===== config.mk =====
export PLATFORM = sky130hd
export DESIGN_NAME = acc_fm_writer
export DESIGN_NICKNAME = d
export VERILOG_FILES = /design/src/rtl/acc_fm_writer.sv
export SDC_FILE = /design/constraint.sdc
export NUM_CORES = 1
export LEC_CHECK = 0
export ABC_AREA = 1
export CAP_MARGIN = 15
export CORE_UTILIZATION = 50
export DETAILED_ROUTE_END_ITERATION = 16
export PLACE_DENSITY = 0.77
export SLEW_MARGIN = 20
export SYNTH_ARGS = -nofsm -noshare
export SYNTH_HDL_FRONTEND = slang
export SYNTH_SLANG_ARGS = --single-unit

===== constraint.sdc =====
create_clock -name clk -period 3.32 [get_ports clk]
set_input_delay 0.498 -clock clk [delete_from_list [all_inputs] [get_ports clk]]
set_output_delay 0.498 -clock clk [all_outputs]
set_load 0.02 [all_outputs]

===== src/rtl/acc_fm_writer.sv =====
// Write-back stage: turns accumulate/bias/ReLU result beats into output feature-map
// buffer writes, packing 16-channel beats in pairs outside layer 1.
module acc_fm_writer #(
  parameter int DW = 256,
  parameter int AW = 16
) (
  input  logic          clk,
  input  logic          rst_n,
  input  logic          layer1,
  input  logic          i_start,
  input  logic [AW-1:0] i_wr_addr_base,
  input  logic [15:0]   i_fm_col,
  input  logic [7:0]    i_grp_num,
  input  logic [DW-1:0] i_acc_data,
  input  logic          i_acc_data_valid,
  input  logic          i_acc_end,
  output logic          o_wr_en,
  output logic [AW-1:0] o_wr_addr,
  output logic [DW-1:0] o_wr_data,
  output logic [31:0]   o_wr_mask,
  output logic          o_busy,
  output logic          o_layer_done,
  output logic          o_err,
  output logic [1:0]    o_dbg_state
);

  localparam int HW = DW / 2;

  typedef enum logic [1:0] {
    S_IDLE = 2'd0,
    S_RUN  = 2'd1,
    S_DONE = 2'd2
  } state_e;

  state_e        state_q, state_d;
  logic [AW-1:0] addr_q, addr_d;
  logic [15:0]   fm_col_q, fm_col_d;
  logic [15:0]   col_q, col_d;
  logic [7:0]    grp_num_q, grp_num_d;
  logic [7:0]    grp_q, grp_d;
  logic          pend_q, pend_d;
  logic [HW-1:0] low_q, low_d;
  logic          wr_en_q, wr_en_d;
  logic [AW-1:0] wr_addr_q, wr_addr_d;
  logic [DW-1:0] wr_data_q, wr_data_d;
  logic [31:0]   wr_mask_q, wr_mask_d;
  logic          busy_q, busy_d;
  logic          done_q, done_d;
  logic          err_q, err_d;
  logic          row_end;

  // Upstream has no ready: a beat or end pulse is consumed in the cycle its strobe is
  // high; strobes arriving outside RUN are dropped and latch the sticky error.
  always_comb begin
    state_d   = state_q;
    addr_d    = addr_q;
    fm_col_d  = fm_col_q;
    col_d     = col_q;
    grp_num_d = grp_num_q;
    grp_d     = grp_q;
    pend_d    = pend_q;
    low_d     = low_q;
    wr_en_d   = 1'b0;
    wr_addr_d = wr_addr_q;
    wr_data_d = wr_data_q;
    wr_mask_d = wr_mask_q;
    err_d     = err_q;
    row_end   = 1'b0;

    case (state_q)
      S_IDLE: begin
        if (i_acc_data_valid || i_acc_end) err_d = 1'b1;
        if (i_start) begin
          state_d   = S_RUN;
          addr_d    = i_wr_addr_base;
          fm_col_d  = i_fm_col;
          grp_num_d = i_grp_num;
          col_d     = 16'd0;
          grp_d     = 8'd0;
          pend_d    = 1'b0;
        end
      end
      S_RUN: begin
        if (i_acc_data_valid) begin
          row_end = (col_q == fm_col_q - 16'd1);
          col_d   = row_end ? 16'd0 : col_q + 16'd1;
          if (layer1) begin
            wr_en_d   = 1'b1;
            wr_data_d = i_acc_data;
            wr_mask_d = 32'hFFFF_FFFF;
          end else if (pend_q) begin
            wr_en_d   = 1'b1;
            wr_data_d = {i_acc_data[HW-1:0], low_q};
            wr_mask_d = 32'hFFFF_FFFF;
            pend_d    = 1'b0;
          end else if (row_end) begin
            wr_en_d   = 1'b1;
            wr_data_d = {{HW{1'b0}}, i_acc_data[HW-1:0]};
            wr_mask_d = 32'h0000_FFFF;
          end else begin
            low_d  = i_acc_data[HW-1:0];
            pend_d = 1'b1;
          end
        end
        // A half left pending (possibly by this very beat) never coexists with a beat write.
        if (i_acc_end) begin
          col_d = 16'd0;
          grp_d = grp_q + 8'd1;
          if (pend_d) begin
            wr_en_d   = 1'b1;
            wr_data_d = {{HW{1'b0}}, low_d};
            wr_mask_d = 32'h0000_FFFF;
            pend_d    = 1'b0;
          end
          if (grp_d == grp_num_q) state_d = S_DONE;
        end
        if (wr_en_d) begin
          wr_addr_d = addr_q;
          addr_d    = addr_q + AW'(1);
        end
      end
      S_DONE: begin
        if (i_acc_data_valid || i_acc_end) err_d = 1'b1;
        state_d = S_IDLE;
      end
      default: state_d = S_IDLE;
    endcase

    busy_d = (state_d != S_IDLE);
    done_d = (state_d == S_DONE);
  end

  always_ff @(posedge clk or negedge rst_n) begin
    if (!rst_n) begin
      state_q   <= S_IDLE;
      addr_q    <= '0;
      fm_col_q  <= '0;
      col_q     <= '0;
      grp_num_q <= '0;
      grp_q     <= '0;
      pend_q    <= 1'b0;
      low_q     <= '0;
      wr_en_q   <= 1'b0;
      wr_addr_q <= '0;
      wr_data_q <= '0;
      wr_mask_q <= '0;
      busy_q    <= 1'b0;
      done_q    <= 1'b0;
      err_q     <= 1'b0;
    end else begin
      state_q   <= state_d;
      addr_q    <= addr_d;
      fm_col_q  <= fm_col_d;
      col_q     <= col_d;
      grp_num_q <= grp_num_d;
      grp_q     <= grp_d;
      pend_q    <= pend_d;
      low_q     <= low_d;
      wr_en_q   <= wr_en_d;
      wr_addr_q <= wr_addr_d;
      wr_data_q <= wr_data_d;
      wr_mask_q <= wr_mask_d;
      busy_q    <= busy_d;
      done_q    <= done_d;
      err_q     <= err_d;
    end
  end

  assign o_wr_en      = wr_en_q;
  assign o_wr_addr    = wr_addr_q;
  assign o_wr_data    = wr_data_q;
  assign o_wr_mask    = wr_mask_q;
  assign o_busy       = busy_q;
  assign o_layer_done = done_q;
  assign o_err        = err_q;
  assign o_dbg_state  = state_q;

endmodule


**Word-level counts from Yosys, hierarchy flattened**

Index checks and enable logic that the tools add are counted.
Widths: inputs -> output; s select.

- Add/subtract/negate cells: 4
- Eq/ne operators: 9
- Multiplexer cells: 47
- Reductions and logical operators: 12

Operators with widths:

| operator | number |
|---|---|
| $mux 256 | 6 |
| $mux 128 | 4 |
| $mux 32 | 6 |
| $mux 16 | 6 |
| $pmux 16 s2 | 2 |
| $add 16x1->16 const B | 2 |
| $eq 16x16->1 | 1 |
| $mux 8 | 2 |
| $pmux 8 s2 | 1 |
| $sub 16x1->16 const B | 1 |
| $mux 1 | 15 |
| $reduce_and 3->1 | 3 |
| $add 8x1->8 const B | 1 |
| $eq 8x8->1 | 1 |
| $reduce_and 2->1 | 4 |
| $mux 2 | 3 |
| $ne 2x2->1 const B | 3 |
| $eq 2x2->1 const B | 2 |
| $pmux 2 s2 | 1 |
| $reduce_bool 2->1 | 2 |
| $ne 3x3->1 const B | 1 |
| $eq 2x1->1 const B | 1 |
| $logic_not 2->1 | 1 |
| $pmux 1 s2 | 1 |
| other kinds (2) | 2 |

- Flip-flop bits (word level): 503
- Input bits: 302
- Output and inout port bits: 310
- Word-level logic and storage cells: 87

**Longest topological paths before layout**

- Depth in word-level cells: 12
- Gate-level depth with buffers: 22
- Mapped depth without buffers: 20

**Worst setup path after synthesis**

No wires, ideal clock.

- Path type: register -> register
- Start: register fm_col_q[0]
- End: register wr_data_q[19], in the netlist o_wr_data[19]
- Setup time: 117 ps
- Data arrival time: 2309 ps
- Data required time: 3203 ps
- Setup slack: 895 ps
- Cell stages (with the launch flop): 19
- Path buffers: 2
- Clock period less this slack: 2425 ps
- Cells stage by stage: dfrtp_1 -> inv_1 -> ha_1 -> nand2_2 -> nor2_4 -> xor2_1 -> nand2_1 -> clkinv_1 -> nand2_1 -> nor2_2 -> nand2_2 -> nand3_2 -> nand2_2 -> buf_2 -> clkbuf_1 -> a21oi_1 -> nand2_1 -> nand2_1 -> nand2_1

- Longest elaborated chain between the ends: 9
- Elaborated cells on any way between the ends: 17
- Classes of those cells: 1 x add/sub; 1 x eq/ne; 15 x mux

RTL lines:

| what | line | RTL |
|---|---|---|
| start, declared | 37 | `logic [15:0] fm_col_q, fm_col_d;` |
| start signal, assigned | 153 | `fm_col_q <= fm_col_d;` |
| $sub 16x1->16 * | 85 | `row_end = (col_q == fm_col_q - 16'd1);` |
| $eq 16x16->1 * | 85 |  |
| $mux 1 | 96 | `end else if (row_end) begin` |
| $mux 1 | 91 | `end else if (pend_q) begin` |
| $mux 1 | 87 | `if (layer1) begin` |
| $mux 1 | 84 | `if (i_acc_data_valid) begin` |
| $mux 1 | 70 | `case (state_q)` |
| $mux 256 | 109 | `if (pend_d) begin` |
| $mux 256 * | 106 | `if (i_acc_end) begin` |
| end signal, assigned | 161 | `wr_data_q <= wr_data_d;` |
| end, declared | 45 | `logic [DW-1:0] wr_data_q, wr_data_d;` |

Every way passes the cells marked *; elsewhere a longest branch is shown, timed or not. The select of a mux whose other input is x is not followed.
A chain may end at the register's enable or synchronous reset.

**Worst setup path after layout**

- Start: register fm_col_q[0]
- End: register wr_data_q[0], in the netlist o_wr_data[0]

The elaborated chain is that of the path after synthesis.

==> results.toml <==
[run_status]
status = "completed"

[timing]
setup_repair_after_global_routing_missed_its_margin = "no"
tns_ps = 0
maxClockFrequency_mhz = 323
slew_headroom_pct = 16.7
clock-skew-final_ps = 25.1
timing_worst_slew_pin_value_ps = 1250
min_period_ps = 3100
tcrit_tclk_final_pct = 93.3
slew_violations = 0
timing.final.hold_violations = 0
finalSetupViolCount = 0

[final_layout]
nFillCells = 5815
most-common-layout-cells = "nand2_1, clkdlybuf4s50_1, dfrtp_1, inv_1, a21oi_1"
layout.cell_area.non_filler_mm2 = 0.0417
layout-drive-gt1-share_pct = 3.89
flow.area_growth_from_synthesis_pct = 26.1
net_count_of_the_finished_layout = 5785
most_common_cell_after_layout_fill_and_taps_aside = "nand2_1"

[floorplanning]
rows = 93
fp.dieArea_mm2 = 0.0672
starting_density_pct = 51.0
design.core.area_mm2 = 0.0649
pin_count = 612
die_width_um = 259
die_span_y_um = 259

[clock_network]
cts_buffers = 58
clockRootBuffer = "clkbuf_16"
cts.path.max_buffers = 3
worst_setup_hold_path_clk_slew_ps = 70
clock_sinks = 503
cts_tree = "done"
h-tree-depth = 2
insertion_delay_ps = 640

[detailed_routing]
detail_route.drc_violations = 0
drt-total-wl_mm = 124
wirelength_met1_mm = 48.8
detailedRoute.firstPassIterationCount = 6
met2RoutedLength_mm = 57.7
highest_layer = "met5"
wl_met3_mm = 11.8
wire_per_inst_um = 19.4
antenna_left = 0
num_vias = 36800
drc_marker_count_from_the_first_detailed_route_iteration = 4059
avgViaCountPerCell = 5.76

[placement]
place.gp.congestion = 0.896
placement.cell_area_mm2 = 0.0398
port_buffers = 611
dp_hpwl_mm = 74.1

[synthesis]
syn_area_mm2 = 0.0331
muxShareOfSynthArea_pct = 0
synth_top_family_by_area = "simple AND/OR/NAND/NOR gates"
post_synthesis_adder_cell_area_fraction_pct = 0.151
synth-compound-area-share_pct = 15.6
synth_nets = 5421
synth_xor_xnor_area_share_pct = 1.09
netlist-cell-type-count = 37
synthesis.instances = 5115
post_synth_and_or_nand_nor_area_fraction_pct = 35.1
post_synthesis_sequential_element_count = 503
synth-seq-area-share_pct = 38.0
yosysWarningCount = 0
avg_synthesized_cell_area_um2 = 6.47

[power_and_ir_drop]
powerDensity_mw_per_mm2 = 894
worst_ir_drop_vdd_mv = 0.667
leakagePower_uw = 0.0211

[setup_path]
crit_path_max_fanout = 86
critPathArrivalTime_ps = 3620
cp_cell_sequence = "inv_2, ha_2, nand2_2, nor2_2, nand2_1, nand2_1, nand2_1, nor2_1, nand2_1, nor2_4, nand2_8, buf_16, clkbuf_16, nand2_1, nand2_1, nand2_1, nand2_1, nand2_1, nand2_1, nand2_1, nand2_1"
worst_path_max_delay_cell = "dfrtp_1"
crit_path_max_incr_delay_ps = 410
start_kind = "register"
worstPathRequired_ps = 3850
setup.worst_path.class = "register to register"
path_common_cell = "nand2_1"
worst_setup_path_end_kind = "register"

[global_route]
gr-usage-all-layers_pct = 35.3
initial_antenna_violation_count = 10
grt_overflow = 0
first_global_vias = 33600
grt_max_degree = 206
global_route_wire_length_before_repair_mm = 190

[job]
maxCapViolations = 0

[hold_path]
min-delay-path-class = "primary input to register"
[critical path: cells and delay by family (launching register included)]
| kind | cells | cell delay [ps] |
|---|---|---|
| buf+inv | 3 | 660 |
| simple gates | 17 | 1570 |
| flops | 1 | 410 |
| fa+ha+maj | 1 | 220 |
[kinds of logic after synthesis]
family | count (synthesis)
flops | 503
buf+inv | 844
simple gates | 2864
xor+xnor | 41
fa+ha+maj | 4
compound gates | 859
[state kept, by name (all words and copies together), names as in the netlist, 2 cells and up]
signal / count
low_q: 128
o_dbg_state: 2
o_wr_addr: 16
o_wr_mask: 32
grp_num_q: 8
o_wr_data: 256
addr_q: 16
grp_q: 8
col_q: 16
fm_col_q: 16
[synthesized netlist by cell type, drive strengths merged]
master,n,area [um2]
nand4,139,870
a21boi,16,120
ha,4,50.1
inv,449,1690
nand3,303,1520
nor4,4,25.0
buf,130,634
and2,1,6.26
o22ai,9,56.3
clkinv,2,7.51
nor2,197,767
a21oi,388,1940
xor2,30,263
o21ai,188,941
or2,16,100
nand3b,6,45.0
clkbuf,263,988
a22oi,128,961
o221ai,127,1110
nor3b,1,7.51
dfrtp,503,12600
xnor2,11,96.3
o31ai,2,15.0
nand2,2187,8220
o21bai,1,7.51
nor3,10,55.1
[layer usage]
metal  global-route usage [%]  vias up
met4                     14.8        4
li1                         -    17300
met3                     6.49      316
met2                     57.0     1905
met5                        0        -
met1                     46.5    17300
[stage by stage]
stage | hold WS, ps | cells | setup WS [ps] | power (uW) | util, %
6_report | 310 | 6384 | 224 | 37300 | 64.3
5_1_grt | 327 | 6383 | 30.6 | 39900 | 64.3
4_1_cts | 271 | 6373 | 143 | 37000 | 64.0
3_5_place_dp | 454 | 6270 | 198 | 30600 | 61.2
3_3_place_gp | 450 | 6270 | 216 | 30200 | 61.2
2_1_floorplan | 202 | 5115 | 895 | 22900 | -
[cell type report]
cell class                 count  area [um2]  area share [%]
multi-input combinational   3768       17300            41.5
sequential                   503       12600            30.2
timing repair buffer         697        7210            17.3
inverter                     451        1710            4.09
clock buffer                  88        1670            4.01
tap                          855        1070            2.56
clock inverter                14         149           0.357
antenna                        8        20.0          0.0480
[path summary, 6_finish.rpt]
kind                             startpoint        endpoint  slack, ps  depth (start not counted)
max reg2reg                     fm_col_q[0]    o_wr_data[0]        220                         21
min                        i_acc_data_valid   o_wr_data[14]        310                          5
max                             fm_col_q[0]    o_wr_data[0]        220                         21
min reg2reg                   o_wr_mask[15]   o_wr_mask[15]        470                          1
min in group asynchronous             rst_n        grp_q[7]        430                          2
max in group asynchronous             rst_n  o_wr_data[198]       1980                          3
[power by group]
| part | leakage [uW] | internal (uW) | total, uW | switching, uW |
|---|---|---|---|---|
| clock | 0.000893 | 3610 | 6350 | 2740 |
| sequential | 0.00599 | 9020 | 11700 | 2710 |
| combinational | 0.0143 | 7470 | 19200 | 11700 |
[what timing repair did]
item / 4_1_cts / 5_1_grt
gates resized for setup: 0 / 10
hold endpoints to repair: 56 / 0
hold buffers: 1 / 0
buffers inserted: 0 / 0
setup endpoints to repair: 0 / 108
Note: power is estimated with default switching activity, not from simulation.
